`src/rtl/fetch_unit.sv`:
```
// fetch_unit -- MIPS instruction-fetch stage, directly upstream of the instruction ROM.
//
// Owns the PC and drives the ROM with it. The ROM returns the word one cycle after
// the address is presented, so every issued PC has one read in flight. A single skid
// entry catches a returning word when decode is stalling, so no word is ever lost.
// A redirect (taken branch/jump) flushes everything and restarts fetch at the target.
//
// Optional feature macro: FETCH_PERF_COUNTERS_EN
//   defined   -> fetch_count counts accepted instructions, stall_count counts
//                back-pressure cycles (both 32-bit, wrapping, cleared only by reset)
//   undefined -> both counter ports tie to zero and no counter flops exist
//
// Ports
//   clock, reset         clock; synchronous active-high reset
//   rom_addr             byte address to ROM (equals fetch PC, bits [1:0] always 00)
//   rom_data             ROM word for the address presented last cycle
//   inst_valid/ready     valid/ready handshake toward decode
//   inst_out, inst_pc    instruction word and its PC
//   redirect_valid/pc    branch/jump taken and its target (bits [1:0] ignored)
//   fetch_count          instructions delivered (optional)
//   stall_count          cycles with inst_valid && !inst_ready (optional)

module fetch_unit #(
  parameter logic [31:0] RESET_PC   = 32'h0000_0000,
  parameter int          ADDR_WIDTH = 12
) (
  input  logic        clock,
  input  logic        reset,
  output logic [31:0] rom_addr,
  input  logic [31:0] rom_data,
  output logic        inst_valid,
  input  logic        inst_ready,
  output logic [31:0] inst_out,
  output logic [31:0] inst_pc,
  input  logic        redirect_valid,
  input  logic [31:0] redirect_pc,
  output logic [31:0] fetch_count,
  output logic [31:0] stall_count
);

  // The ROM decodes rom_addr[ADDR_WIDTH+1:2]; that slice must exist in a 32-bit address.
  if (ADDR_WIDTH < 1 || ADDR_WIDTH > 30) begin : g_bad_addr_width
    $error("fetch_unit: ADDR_WIDTH must be in 1..30");
  end

  logic [31:0] fetch_pc_q, fetch_pc_d;
  logic        req_valid_q, req_valid_d;
  logic [31:0] req_pc_q, req_pc_d;
  logic        skid_valid_q, skid_valid_d;
  logic [31:0] skid_data_q, skid_data_d;
  logic [31:0] skid_pc_q, skid_pc_d;
  logic        out_valid_q, out_valid_d;
  logic [31:0] out_data_q, out_data_d;
  logic [31:0] out_pc_q, out_pc_d;

  logic issue, accept, load_out;

  assign rom_addr   = fetch_pc_q;
  assign inst_valid = out_valid_q;
  assign inst_out   = out_data_q;
  assign inst_pc    = out_pc_q;

  always_comb begin
    // Stop issuing once a stalled output already has a read behind it: the word
    // coming back next cycle will take the skid slot, and nothing else may follow.
    issue    = !reset && !redirect_valid && !skid_valid_q &&
               !(out_valid_q && !inst_ready && req_valid_q);
    accept   = out_valid_q && inst_ready;
    load_out = !out_valid_q || accept;

    fetch_pc_d   = fetch_pc_q;
    req_valid_d  = issue;
    req_pc_d     = req_pc_q;
    skid_valid_d = skid_valid_q;
    skid_data_d  = skid_data_q;
    skid_pc_d    = skid_pc_q;
    out_valid_d  = out_valid_q;
    out_data_d   = out_data_q;
    out_pc_d     = out_pc_q;

    if (issue) begin
      req_pc_d   = fetch_pc_q;
      fetch_pc_d = fetch_pc_q + 32'd4;
    end

    // Output register: the older skid entry always drains before the ROM word.
    if (load_out) begin
      if (skid_valid_q) begin
        out_valid_d  = 1'b1;
        out_data_d   = skid_data_q;
        out_pc_d     = skid_pc_q;
        skid_valid_d = 1'b0;
      end else if (req_valid_q) begin
        out_valid_d = 1'b1;
        out_data_d  = rom_data;
        out_pc_d    = req_pc_q;
      end else begin
        out_valid_d = 1'b0;
      end
    end

    // A returning word the output register did not take is parked in the skid.
    if (req_valid_q && !(load_out && !skid_valid_q)) begin
      skid_valid_d = 1'b1;
      skid_data_d  = rom_data;
      skid_pc_d    = req_pc_q;
    end

    // Redirect wins over everything; a same-cycle accept has already completed.
    if (redirect_valid) begin
      out_valid_d  = 1'b0;
      skid_valid_d = 1'b0;
      req_valid_d  = 1'b0;
      fetch_pc_d   = redirect_pc & 32'hFFFF_FFFC;
    end
  end

  always_ff @(posedge clock) begin
    if (reset) begin
      fetch_pc_q   <= RESET_PC;
      req_valid_q  <= 1'b0;
      req_pc_q     <= 32'h0;
      skid_valid_q <= 1'b0;
      skid_data_q  <= 32'h0;
      skid_pc_q    <= 32'h0;
      out_valid_q  <= 1'b0;
      out_data_q   <= 32'h0;
      out_pc_q     <= 32'h0;
    end else begin
      fetch_pc_q   <= fetch_pc_d;
      req_valid_q  <= req_valid_d;
      req_pc_q     <= req_pc_d;
      skid_valid_q <= skid_valid_d;
      skid_data_q  <= skid_data_d;
      skid_pc_q    <= skid_pc_d;
      out_valid_q  <= out_valid_d;
      out_data_q   <= out_data_d;
      out_pc_q     <= out_pc_d;
    end
  end

`ifdef FETCH_PERF_COUNTERS_EN
  logic [31:0] fetch_count_q, stall_count_q;

  always_ff @(posedge clock) begin
    if (reset) begin
      fetch_count_q <= 32'h0;
      stall_count_q <= 32'h0;
    end else begin
      if (accept)                     fetch_count_q <= fetch_count_q + 32'd1;
      if (out_valid_q && !inst_ready) stall_count_q <= stall_count_q + 32'd1;
    end
  end

  assign fetch_count = fetch_count_q;
  assign stall_count = stall_count_q;
`else
  assign fetch_count = 32'h0;
  assign stall_count = 32'h0;
`endif

endmodule

```
`config.mk`:
```
export PLATFORM = sky130hd
export DESIGN_NAME = fetch_unit
export DESIGN_NICKNAME = d
export VERILOG_FILES = /design/src/rtl/fetch_unit.sv
export SDC_FILE = /design/constraint.sdc
export NUM_CORES = 1
export LEC_CHECK = 0
export CORE_ASPECT_RATIO = 2
export CORE_MARGIN = 3
export CORE_UTILIZATION = 48
export DETAILED_ROUTE_END_ITERATION = 8
export PLACE_DENSITY_LB_ADDON = 0.12
export SETUP_SLACK_MARGIN = 0.1
export SLEW_MARGIN = 20
export SYNTH_ARGS = -nofsm -noshare
export SYNTH_HDL_FRONTEND = slang
export SYNTH_SLANG_ARGS = --single-unit
export TNS_END_PERCENT = 50
```
`constraint.sdc`:
```
create_clock -name clock -period 2.2 [get_ports clock]
set_input_delay 0.22 -clock clock [delete_from_list [all_inputs] [get_ports clock]]
set_output_delay 0.22 -clock clock [all_outputs]
set_load 0.005 [all_outputs]
```
Word-level counts from Yosys, hierarchy flattened. Cells that the tools add are included. W data, S select, Z words.

Register bits after elaboration: 195. Bits in latches: 0. Output and inout bits: 161. Memories: 0. Word-level logic and storage cells: 42. Input bits: 68. RAM bits: 0. ROM bits: 0.

Equality and inequality tests: 0. Reduce and logical (&&, ||, !) cells: 21. $mul: 0. Shift-type cells: 0. Multiplexer cells: 10. Magnitude comparators: 0. Bitwise operators: 0. Add/sub/neg operators: 1. Div/mod/pow operators: 0.

Operator list (number): $mux W32 (6); $add A32 B3 Y32 const B (1); $logic_and A1 B1 Y1 (8); $logic_not A1 Y1 (7); $reduce_bool A2 Y1 (3); $mux W1 (4); $reduce_and A2 Y1 (1); $reduce_or A2 Y1 (1); $logic_or A1 B1 Y1 (1).

Logic depth before layout (Yosys ltp).
Word-level depth: 7. Depth in mapped cells: 7. Gate-level depth less buffers: 5.

Worst setup path before layout. OpenSTA, ideal clock, no wires.

Path type: register to register. From: register fetch_pc_q[2] (netlist: rom_addr[2]). To: register fetch_pc_q[26] (netlist: rom_addr[26]). Stages on the path, launching flop included: 7. Arrival time: 1690 ps. Clock period less this slack: 1802 ps. Required time: 2088 ps. Setup slack: 398 ps. Buffers on the path: 1. Setup time: 112 ps. Path through: dfxtp_1 > ha_1 > and3_1 > nand4_1 > clkbuf_1 > o31a_1 > a2111oi_1.

Longest elaborated chain between the ends: 3.

Ends and longest elaborated chain: start, declared (line 46) `logic [31:0] fetch_pc_q, fetch_pc_d;`; start signal, assigned (line 130) `fetch_pc_q <= fetch_pc_d;`; $add A32 B3 Y32 (line 83) `fetch_pc_d = fetch_pc_q + 32'd4;`; $mux W32 (line 81) `if (issue) begin`; $mux W32 (line 110) `if (redirect_valid) begin`.

Every way passes these cells. The select of a mux whose other input is x is not followed. A chain may end at the register's enable or synchronous reset.

Worst setup path after layout.
From: register fetch_pc_q[3] (netlist: rom_addr[3]). To: register fetch_pc_q[20] (netlist: rom_addr[20]).

Same word-level chain as after synthesis.

==> summary.md <==
| Metric | Value |
|---|---|
| Status | `finished clean` |
| Fin crit share | `90.0%` |
| Pre-CTS WS | `-0.0313 ns` |
| # port buffers | `158` |
| Synth warn | `0` |
| Gr usage total | `21.4%` |
| Area of the multi-input gates | `3960 µm²` |
| Via/cell ratio | `5.27` |
| Non-filler cells, final | `1344` |
| Global placement routability congestion | `0.827` |
| Hpwl dp | `13400 µm` |
| Num ports | `229` |
| Crit end category | `flop` |
| Clock root buffer | `clkbuf_16` |
| Leak pwr | `3.55 nW` |
| CTS max path bufs | `2` |
| Vias | `7078` |
| Met2 GRT Util | `37.7%` |
| Post-route cell area | `10500 µm²` |
| Initial antenna violation count | `0` |
| Grt ovf | `0` |
| Clk Latency, worst-skew pair | `0.42 ns` |
| Largest net degree at the start of global routing | `187` |
| Commonest non-fill, non-tap cells in the layout | `nand2_1 (203), dfxtp_1 (185), clkdlybuf4s50_1 (157), a21oi_1 (93), nor2_1 (89)` |
| First-pass DRT Iterations | `4` |
| Unrepaired setup endpoints after global routing | `true` |
| Final setup fails | `0` |
| Total CTS buffers | `17` |
| Width of the die | `99.0 µm` |
| Crit path max fanout | `14` |
| Yosys top cell area share | `45.1%` |
| Worst hold path class | `in2reg` |
| Number of hold buffers added after CTS | `0` |
| Synth Area per Inst | `8.38 µm²` |
| GRT busiest layer | `met2` |
| Vias in the first global route | `6521` |
| Final net count | `1195` |
| Placed cell areas | `9930 µm²` |
| Core Box Area | `16800 µm²` |
| DRC | `0` |
| Primary FF master, synth | `dfxtp_1` |
| Setup ws final | `0.220 ns` |
| First-pass GRT wire length | `32900 µm` |
| Power per cell area | `716 nW/µm²` |
| Util after Layout | `62.4%` |
| Setup Crit Path Kind | `reg2reg` |
| Drt total wl | `20300 µm` |
| Initial Util | `49.2%` |
| Drt wl/cell | `15.1 µm` |
| CP max stage cell | `or4_1` |
| Clock Pin Slew Worst Setup and Hold Paths | `0.07 ns` |
| Die ar. | `19000 µm²` |
| Worst-Margin Slew | `0.909 ns` |
| CP max stage delay | `0.47 ns` |
| Synthesis-to-layout area growth | `26.7%` |
| Synth unique cells | `51` |
| Antenna viol nets, final | `0` |
| Dpl cells | `1314` |
| Synth top area cells | `dfxtp_1 (45%), nand2_1 (9.2%), mux2i_1 (7.5%)` |
| Seq/Total Area, Yosys | `45.1%` |
| Hold Vio Cnt, Final | `0` |
| EDFF count, synth | `0` |
| Simple-Gate Fraction of Synth Area | `19.6%` |
| Flops & latches, synth | `187` |
| Commonest non-fill, non-tap cell in the layout | `nand2_1` |
| Skew final | `0.00616 ns` |
| Antenna Cells | `0` |
| Synth Area in Adders | `0.151%` |
| CTS sink cnt | `187` |
| CTS tree | `yes` |
| Post-Route Setup TNS | `0 ns` |
| Die H | `192 µm` |
| Startpoint Class | `flop` |
| Final slew viol count | `0` |
| Starting DRT DRC Count | `379` |
| Max-Cap Viols | `0` |
| Post-synthesis cell area | `8300 µm²` |
| Relative slew margins | `39.4%` |
| Grt met3 use | `3.45%` |
| Asr flop ratio synth | `0%` |
| GR met1 Demand/Resource | `24.4%` |
| Post-layout min period | `1.98 ns` |
| Max Clock Freq | `0.505 GHz` |
| CP cell instances | `ha_1 > and3_1 > nand4_1 > buf_4 > or4_1 > a311oi_1` |
| Cell taking the most area after synthesis | `dfxtp_1` |
| Synth Area in XOR/XNOR | `0.422%` |
| Layout cell share with drive strength beyond 1 | `6.51%` |
| Compound-Gate Fraction of Synth Area | `16.8%` |
| FF+latch area | `3750 µm²` |
| # rows | `67` |
| FILL cells | `1544` |
| Post-synthesis mux area share | `7.48%` |
| Critical path arrival | `2.31 ns` |
| Syn Inst Count | `990` |
| Largest family of logic cells by synthesized area | `simple AND/OR/NAND/NOR gates` |
| H-tree depth | `4` |
| Crit path required time | `2.53 ns` |
| Worst vdd ir | `0.496 mV` |
| Reg2reg setup slack | `0.22 ns` |
-- power breakdown --
group / internal (mW) / switching [mW] / total [mW]
clock: 1.78 / 1.26 / 3.04
sequential: 3.52 / 0.116 / 3.64
combinational: 0.459 / 0.386 / 0.845
-- kinds of logic after synthesis --
| group | after synthesis |
|---|---|
| AOI/OAI and AO/OA | 213 |
| xor gates and xnor gates | 4 |
| adders and majority gates | 1 |
| buffers and inverters | 153 |
| DFF | 187 |
| muxes | 62 |
| other | 1 |
| and+or+nand+nor | 369 |
-- cells in the mapped netlist (9+ instances only) --
library cell  count
nand2_1         203
dfxtp_1         187
a21oi_1          93
nor2_1           90
a211oi_1         68
buf_4            68
mux2i_1          62
clkbuf_1         56
or4_1            15
a311oi_1         14
buf_2            12
inv_1             9
-- flip-flops by register name, summed over array words and instances (netlist names) --
register	cells
req_valid_q	1
inst_out	32
skid_data_q	32
req_pc_q	30
inst_valid	1
skid_pc_q	30
skid_valid_q	1
inst_pc	30
rom_addr	30
-- stage by stage --
step | power [mW] | hold slack (ns)
2_1_floorplan | 4.15 | 0.356
3_3_place_gp | 4.55 | 0.441
3_5_place_dp | 4.56 | 0.447
4_1_cts | 7.62 | 0.245
5_1_grt | 7.86 | 0.279
6_report | 7.53 | 0.261
-- cell type report --
type | instances | area share (%)
Multi-Input combinational cell | 717 | 37.7
Sequential cell | 187 | 35.7
Timing Repair Buffer | 193 | 18.3
Clock buffer | 19 | 4.12
Tap cell | 207 | 2.46
Clock inverter | 11 | 1.40
Inverter | 10 | 0.357
-- repair_timing --
item                       4_1_cts  5_1_grt
gates resized for setup          0        1
setup endpoints to repair        0        3
buffers inserted                 0        0
-- final timing paths --
path | cells after the start | to | startpoint
worst max-delay path | 6 | rom_addr[20]$_SDFFE_PP0P_ | rom_addr[3]$_SDFFE_PP0P_
worst min-delay path | 4 | rom_addr[7]$_SDFFE_PP0P_ | reset
worst max register to register | 6 | rom_addr[20]$_SDFFE_PP0P_ | rom_addr[3]$_SDFFE_PP0P_
worst min register to register | 2 | skid_pc_q[15]$_SDFFE_PP0P_ | skid_pc_q[15]$_SDFFE_PP0P_
-- critical path, delay by kind of cell (launching register included) --
kind | cells | cell delay, ns
flops | 1 | 0.44
buf+inv | 1 | 0.20
simple gates | 3 | 0.78
compound gates | 1 | 0.24
fa+ha+maj | 1 | 0.23
-- metal layers --
metal  vias to the layer above  routed length [µm]  share of wire [%]
met4                         0                 845                4.2
met2                       215               10300                 51
met1                      3226                8280                 41
li1                       3592                   -                  -
met3                        45                 874                4.3
met5                         -                   0                  0
Note: power is estimated with default switching activity, not from simulation.
